File: config.mk
export PLATFORM = sky130hd
export DESIGN_NAME = buyruk_onbellek_denetleyici
export DESIGN_NICKNAME = d
export VERILOG_FILES = /design/src/rtl/buyruk_onbellek_denetleyici.sv
export SDC_FILE = /design/constraint.sdc
export NUM_CORES = 1
export LEC_CHECK = 0
export BUFFER_PORTS_ARGS = -buffer_cell sky130_fd_sc_hd__buf_2
export CAP_MARGIN = 20
export CORE_MARGIN = 8
export CORE_UTILIZATION = 30
export DETAILED_ROUTE_END_ITERATION = 10
export PLACE_DENSITY = 0.62
export SYNTH_ARGS = -nofsm -noshare
export SYNTH_HDL_FRONTEND = slang
export SYNTH_SLANG_ARGS = --single-unit
File: constraint.sdc
create_clock -name clk_i -period 3.81 [get_ports clk_i]
set_input_delay 0.762 -clock clk_i [delete_from_list [all_inputs] [get_ports clk_i]]
set_output_delay 0.762 -clock clk_i [all_outputs]
set_load 0.05 [all_outputs]
File: src/rtl/buyruk_onbellek_denetleyici.sv
// Direct-mapped, read-only instruction cache controller.
// Looks up {tag, line} entries in an external single-port SRAM wrapper,
// refills misses from a single-beat memory bus and keeps valid bits in flops.
// Optional hit/miss counters are enabled with the ONBELLEK_SAYAC_EN macro.
//
// Handshakes:
//   request  : a fetch is accepted on a rising edge where istek_gecerli_i and
//              istek_hazir_o are both high; istek_hazir_o never depends on
//              anything but state, reset and temizle_i.
//   response : yanit_gecerli_o is a one-cycle pulse with no backpressure;
//              yanit_veri_o holds its value until the next pulse.
//   memory   : bellek_istek_o is held until a rising edge with bellek_hazir_i;
//              the line then arrives on the first edge with bellek_gecerli_i.
module buyruk_onbellek_denetleyici #(
  parameter int ADRES_GENISLIK = 32,
  parameter int INDIS_GENISLIK = 7,
  parameter int SATIR_GENISLIK = 128
) (
  input  logic                        clk_i,
  input  logic                        rst_i,
  input  logic                        istek_gecerli_i,
  input  logic [ADRES_GENISLIK-1:0]   istek_adres_i,
  output logic                        istek_hazir_o,
  output logic                        yanit_gecerli_o,
  output logic [31:0]                 yanit_veri_o,
  input  logic                        temizle_i,
  output logic                        bellek_istek_o,
  output logic [ADRES_GENISLIK-1:0]   bellek_adres_o,
  input  logic                        bellek_hazir_i,
  input  logic                        bellek_gecerli_i,
  input  logic [SATIR_GENISLIK-1:0]   bellek_veri_i,
  output logic                        sram_en_o,
  output logic                        sram_wen_o,
  output logic [INDIS_GENISLIK-1:0]   sram_adres_o,
  output logic [ADRES_GENISLIK-INDIS_GENISLIK-4+SATIR_GENISLIK-1:0] sram_veri_o,
  input  logic [ADRES_GENISLIK-INDIS_GENISLIK-4+SATIR_GENISLIK-1:0] sram_obek_i
`ifdef ONBELLEK_SAYAC_EN
  ,
  output logic [31:0]                 isabet_sayisi_o,
  output logic [31:0]                 iska_sayisi_o
`endif
);

  localparam int ETIKET_GENISLIK = ADRES_GENISLIK - INDIS_GENISLIK - 4;
  localparam int OBEK_GENISLIK   = ETIKET_GENISLIK + SATIR_GENISLIK;
  localparam int SATIR_SAYISI    = 1 << INDIS_GENISLIK;

  localparam logic [2:0] BOSTA        = 3'd0;
  localparam logic [2:0] KARSILASTIR  = 3'd1;
  localparam logic [2:0] BELLEK_ISTEK = 3'd2;
  localparam logic [2:0] BELLEK_BEKLE = 3'd3;
  localparam logic [2:0] YAZ          = 3'd4;
  localparam logic [2:0] YANIT        = 3'd5;

  logic [2:0]                  durum_q, durum_d;
  logic [ADRES_GENISLIK-1:0]   adres_q, adres_d;
  logic [SATIR_GENISLIK-1:0]   satir_q, satir_d;
  logic [SATIR_SAYISI-1:0]     gecerli_q, gecerli_d;
  logic                        temizle_bekliyor_q, temizle_bekliyor_d;
  logic [31:0]                 yanit_veri_q, yanit_veri_d;

  logic [ETIKET_GENISLIK-1:0]  etiket;
  logic [INDIS_GENISLIK-1:0]   indis;
  logic [1:0]                  kelime;
  logic                        isabet;
  logic                        adres_unused;

  // Byte offset bits inside the word are never needed.
  assign adres_unused = ^adres_q[1:0];

  assign etiket = adres_q[ADRES_GENISLIK-1 -: ETIKET_GENISLIK];
  assign indis  = adres_q[INDIS_GENISLIK+3:4];
  assign kelime = adres_q[3:2];
  assign isabet = gecerli_q[indis] &&
                  (sram_obek_i[OBEK_GENISLIK-1:SATIR_GENISLIK] == etiket);

  assign yanit_veri_o = yanit_veri_q;

  // Pick one 32-bit word out of a 16-byte line.
  function automatic logic [31:0] kelime_sec(input logic [SATIR_GENISLIK-1:0] s,
                                             input logic [1:0] w);
    logic [31:0] k;
    case (w)
      2'd0:    k = s[31:0];
      2'd1:    k = s[63:32];
      2'd2:    k = s[95:64];
      default: k = s[127:96];
    endcase
    return k;
  endfunction

  // Next-state logic and all port decodes; outputs are idle unless the
  // current state asks for them.
  always_comb begin
    durum_d            = durum_q;
    adres_d            = adres_q;
    satir_d            = satir_q;
    gecerli_d          = gecerli_q;
    temizle_bekliyor_d = temizle_bekliyor_q | temizle_i;
    yanit_veri_d       = yanit_veri_q;

    istek_hazir_o   = 1'b0;
    yanit_gecerli_o = 1'b0;
    bellek_istek_o  = 1'b0;
    bellek_adres_o  = '0;
    sram_en_o       = 1'b0;
    sram_wen_o      = 1'b0;
    sram_adres_o    = '0;
    sram_veri_o     = '0;

    case (durum_q)
      BOSTA: begin
        if (temizle_bekliyor_q) begin
          // Flush drains here so an in-flight refill always completes first.
          gecerli_d          = '0;
          temizle_bekliyor_d = temizle_i;
        end else begin
          // A new flush pulse wins over a simultaneous request; reset keeps
          // the port quiet while asserted.
          istek_hazir_o = rst_i && !temizle_i;
          if (istek_gecerli_i && istek_hazir_o) begin
            adres_d      = istek_adres_i;
            sram_en_o    = 1'b1;
            sram_adres_o = istek_adres_i[INDIS_GENISLIK+3:4];
            durum_d      = KARSILASTIR;
          end
        end
      end
      KARSILASTIR: begin
        if (isabet) begin
          yanit_veri_d = kelime_sec(sram_obek_i[SATIR_GENISLIK-1:0], kelime);
          durum_d      = YANIT;
        end else begin
          durum_d      = BELLEK_ISTEK;
        end
      end
      BELLEK_ISTEK: begin
        bellek_istek_o = 1'b1;
        bellek_adres_o = {adres_q[ADRES_GENISLIK-1:4], 4'h0};
        if (bellek_hazir_i) durum_d = BELLEK_BEKLE;
      end
      BELLEK_BEKLE: begin
        if (bellek_gecerli_i) begin
          satir_d = bellek_veri_i;
          durum_d = YAZ;
        end
      end
      YAZ: begin
        sram_en_o        = 1'b1;
        sram_wen_o       = 1'b1;
        sram_adres_o     = indis;
        sram_veri_o      = {etiket, satir_q};
        gecerli_d[indis] = 1'b1;
        yanit_veri_d     = kelime_sec(satir_q, kelime);
        durum_d          = YANIT;
      end
      YANIT: begin
        yanit_gecerli_o = 1'b1;
        durum_d         = BOSTA;
      end
      default: begin
        durum_d = BOSTA;
      end
    endcase
  end

  // State, latched request, refill line, valid bits and response word.
  always_ff @(posedge clk_i or negedge rst_i) begin
    if (!rst_i) begin
      durum_q            <= BOSTA;
      adres_q            <= '0;
      satir_q            <= '0;
      gecerli_q          <= '0;
      temizle_bekliyor_q <= 1'b0;
      yanit_veri_q       <= '0;
    end else begin
      durum_q            <= durum_d;
      adres_q            <= adres_d;
      satir_q            <= satir_d;
      gecerli_q          <= gecerli_d;
      temizle_bekliyor_q <= temizle_bekliyor_d;
      yanit_veri_q       <= yanit_veri_d;
    end
  end

`ifdef ONBELLEK_SAYAC_EN
  logic [31:0] isabet_sayisi_q, isabet_sayisi_d;
  logic [31:0] iska_sayisi_q, iska_sayisi_d;

  // One count per tag compare decision; wraps naturally and ignores flushes.
  always_comb begin
    isabet_sayisi_d = isabet_sayisi_q;
    iska_sayisi_d   = iska_sayisi_q;
    if (durum_q == KARSILASTIR) begin
      if (isabet) isabet_sayisi_d = isabet_sayisi_q + 32'd1;
      else        iska_sayisi_d   = iska_sayisi_q + 32'd1;
    end
  end

  // Counter registers.
  always_ff @(posedge clk_i or negedge rst_i) begin
    if (!rst_i) begin
      isabet_sayisi_q <= '0;
      iska_sayisi_q   <= '0;
    end else begin
      isabet_sayisi_q <= isabet_sayisi_d;
      iska_sayisi_q   <= iska_sayisi_d;
    end
  end

  assign isabet_sayisi_o = isabet_sayisi_q;
  assign iska_sayisi_o   = iska_sayisi_q;
`endif

endmodule

==> summary.md <==
| Metric | Value |
|---|---|
| Post-DP Area | `0.0199 sq mm` |
| DRT antenna net count | `0` |
| Post-synth EDFFs | `0` |
| RR Startpoint | `adres_q[4]` |
| Pre-Repair DR Iteration Count | `5` |
| Status | `finished, final reports clean` |
| Ys async rst share | `100%` |
| Synth Area in Adders | `0%` |
| Peak VDD IR | `between 0.0004 and 0.0005 V` |
| Pre-CTS setup slack | `0.477 ns` |
| Reg2reg path depth | `8` |
| R2r setup slk | `0.45 ns` |
| Netlist Area Pre-Place | `approximately 0.016 sq mm` |
| Total die area | `0.0617 sq mm` |
| Placed instance count | `between 2000 and 3000` |
| Clk_skew | `0.0250 ns` |
| Largest family of logic cells by synthesized area | `simple AND/OR/NAND/NOR gates` |
| CP required | `~3.1 ns` |
| Clock transition at path regs | `roughly 0.06 ns` |
| Unique masters post-synth | `40` |
| # hold bufs at CTS | `0` |
| F_max | `roughly 280 MHz` |
| Setup TNS | `0 ns` |
| CP arrival | `2.82 ns` |
| Die W | `around 250 um` |
| Final-report hold violation count | `0` |
| Routed len/inst | `approximately 25 um` |
| Worst Setup Start Kind | `register` |
| Post-DP HPWL | `between 50000 and 60000 um` |
| Num rows | `85` |
| First-pass GRT wire length | `between 100000 and 150000 um` |
| Initial antenna violation count | `35` |
| Synth Area in Compound Gates | `a little over an eighth` |
| Top_reg_cell synth | `dfrtp_1` |
| Max_slew headroom | `approximately 36%` |
| Crit path capture | `sram_veri_o[53]` |
| Via density | `between 5 and 6` |
| CP endpoint kind | `output pin` |
| Final Cycle Share | `between 90% and 100%` |
| Largest net degree at the start of global routing | `78` |
| Clock Path Buffers | `3` |
| Yosys reg bits | `between 300 and 400` |
| Post-synthesis xor/xnor area fraction | `between 1 and 1.5%` |
| Later-pin clock latency in the skew report | `approximately 0.56 ns` |
| Worst Path Max Fanout | `35` |
| Overflow after GRT | `0` |
| Via Count | `between 15000 and 20000` |
| Final setup margin | `about 0.23 ns` |
| Syn-to-layout area delta | `31.3%` |
| Pwr Total | `roughly 16 mW` |
| H-tree levels | `2` |
| First-iteration detailed-routing DRC count | `1089` |
| LEAKAGE | `11.5 nW` |
| Clk sinks | `~320` |
| Final Util | `39.7%` |
| Final Max Tran Viols | `0` |
| Share of layout cells above drive strength 1 | `a little under two fifths` |
| Drc violations | `0` |
| Port Buffers | `533` |
| Critical path type | `reg2out` |
| Root Buffer | `clkbuf_16` |
| Final setup viols | `0` |
| Hold_ws | `0.390 ns` |
| Clock buffer count from CTS | `39` |
| Overall Global Routing Usage | `between 20% and 30%` |
| Max-cap violations | `0` |
| RSZ-0062 raised after global routing | `no` |
| Layout Cell Area excl Fill | `about 0.021 sq mm` |
| Number of global-route vias before repair | `around 16000` |
| Worst Hold Class | `in2async` |
| Yosys warns | `0` |
| TritonCTS clock tree | `built` |
| Core footprint | `between 0.05 and 0.06 sq mm` |
| Simple-gate share of the synthesized area | `between 15 and 20%` |
| Min cycle time layout | `between 3 and 4 ns` |
| Synthesized instance count | `1636` |
| Tightest Pin Transition | `between 0.9 and 1 ns` |
| Post-synthesis sequential area ratio | `49.7%` |
| GPL Wtd Cong | `0.930` |
| CP startpoint | `durum_q[0]` |
| Pwr/cell area | `approximately 770 mW/mm^2` |
| Non-filler cells, final | `between 2000 and 3000` |
| Initial core utilization | `30.2%` |
| Final WL | `approximately 72000 um` |
| I/O Pins | `540` |
| Die height | `248 um` |
| Avg Cell Area, Syn | `slightly below 10 sq um` |
| Multiplexer share of the synthesized area | `~15%` |
| Nets | `between 2000 and 2500` |
| Critical R2R Capture | `yanit_veri_o[9]` |
==> report_power, final <==
part / switching, mW / internal [mW]
Sequential: 0.856 / 4.45
Clock: 1.52 / 2.22
Combinational: 4.88 / 2.41
==> worst min-delay path by stage <==
stage                            startpoint             to  slack, ns  cells after the start
after global routing      istek_adres_i[11]    adres_q[11]       0.38                      3
after global placement        gecerli_q[29]  gecerli_q[29]       0.47                      2
final                                 rst_i  gecerli_q[57]       0.39                      2
after CTS                 istek_adres_i[23]    adres_q[23]       0.35                      3
after detailed placement       gecerli_q[5]   gecerli_q[5]       0.48                      2
after floorplan               gecerli_q[12]  gecerli_q[12]       0.46                      2
==> worst max-delay path: stages, from the launching register on <==
cell	delay [ns]
dfrtp_1	0.55
nor2_4	0.26
nand2_4	0.32
inv_2	0.16
buf_4	0.39
nand2_1	0.22
inv_1	0.08
buf_2	0.26
==> layer usage <==
metal / routed length [um] / up-vias / global-route usage [%]
li1: - / 6741 / -
met5: 263 / - / 0
met3: 5940 / 188 / 6.86
met1: 25800 / 7507 / 24.6
met2: 36100 / 656 / 39.3
met4: 4070 / 42 / 11.7
==> cells by family after synthesis <==
group                     after synthesis
DFF                                   322
AOI/OAI and AO/OA                     338
xor gates and xnor gates               21
and+or+nand+nor                       548
muxes                                 219
buffers and inverters                 187
other                                   1
==> what timing repair did <==
action	in CTS	in global routing
setup buffers	0	0
gates resized for setup	0	1
setup endpoints to repair	0	1
==> registers in the layout (all words and copies together) (netlist names) <==
register and count:
yanit_veri_o 32, durum_q 3, satir_q 128, adres_q 30, temizle_bekliyor_q 1, gecerli_q 128
==> synth_stat cells (3+ instances only) <==
cell      number  area, sq um
a221oi_1      16          140
buf_1         15         56.3
a21o_1        16          120
buf_6          7         78.8
nor2b_1       11         68.8
mux2_2       157         1770
xor2_1        17          149
mux2_1         3         33.8
buf_2          4         20.0
and2_1        32          200
nand4_1        3         18.8
o41ai_1        3         26.3
nand3b_1      16          120
nor2_1       141          529
buf_4          6         45.0
xnor2_1        4         35.0
a21oi_1      207         1040
dfrtp_1      322         8060
nand2_1      210          788
inv_1         51          191
a311oi_1      17          149
and3_1       104          651
nand2b_1       6         37.5
a22oi_1       24          180
clkbuf_1     104          390
mux4_2         8          180
nor3_1        11         55.1
mux2i_1       51          510
nor4_1         6         37.5
a211o_1       32          280
a211oi_1      19          143
==> area by class of cell <==
class	instances	area [sq um]
fill	5368	32300
sequential	322	8070
multi-input combinational	1130	7410
timing repair buffer	595	3440
clock buffer	60	1150
tap	696	871
inverter	51	191
clock inverter	9	121
antenna	13	32.5
==> cells in the final DEF (no fill, tap or decap), drive strengths merged, types with 3 or more instances in the layout <==
cell type / n
a211o: 32
a211oi: 19
a21o: 16
a21oi: 207
a221oi: 16
a22oi: 24
a311oi: 17
and2: 32
and3: 104
buf: 595
clkbuf: 60
clkinv: 4
conb: 4
dfrtp: 322
diode: 13
inv: 54
mux2: 160
mux2i: 51
mux4: 8
nand2: 210
nand2b: 6
nand3b: 16
nand4: 3
nor2: 141
nor2b: 11
nor3: 11
nor4: 6
o41ai: 3
xnor2: 4
xor2: 17
(Power assumes the default switching activity.)
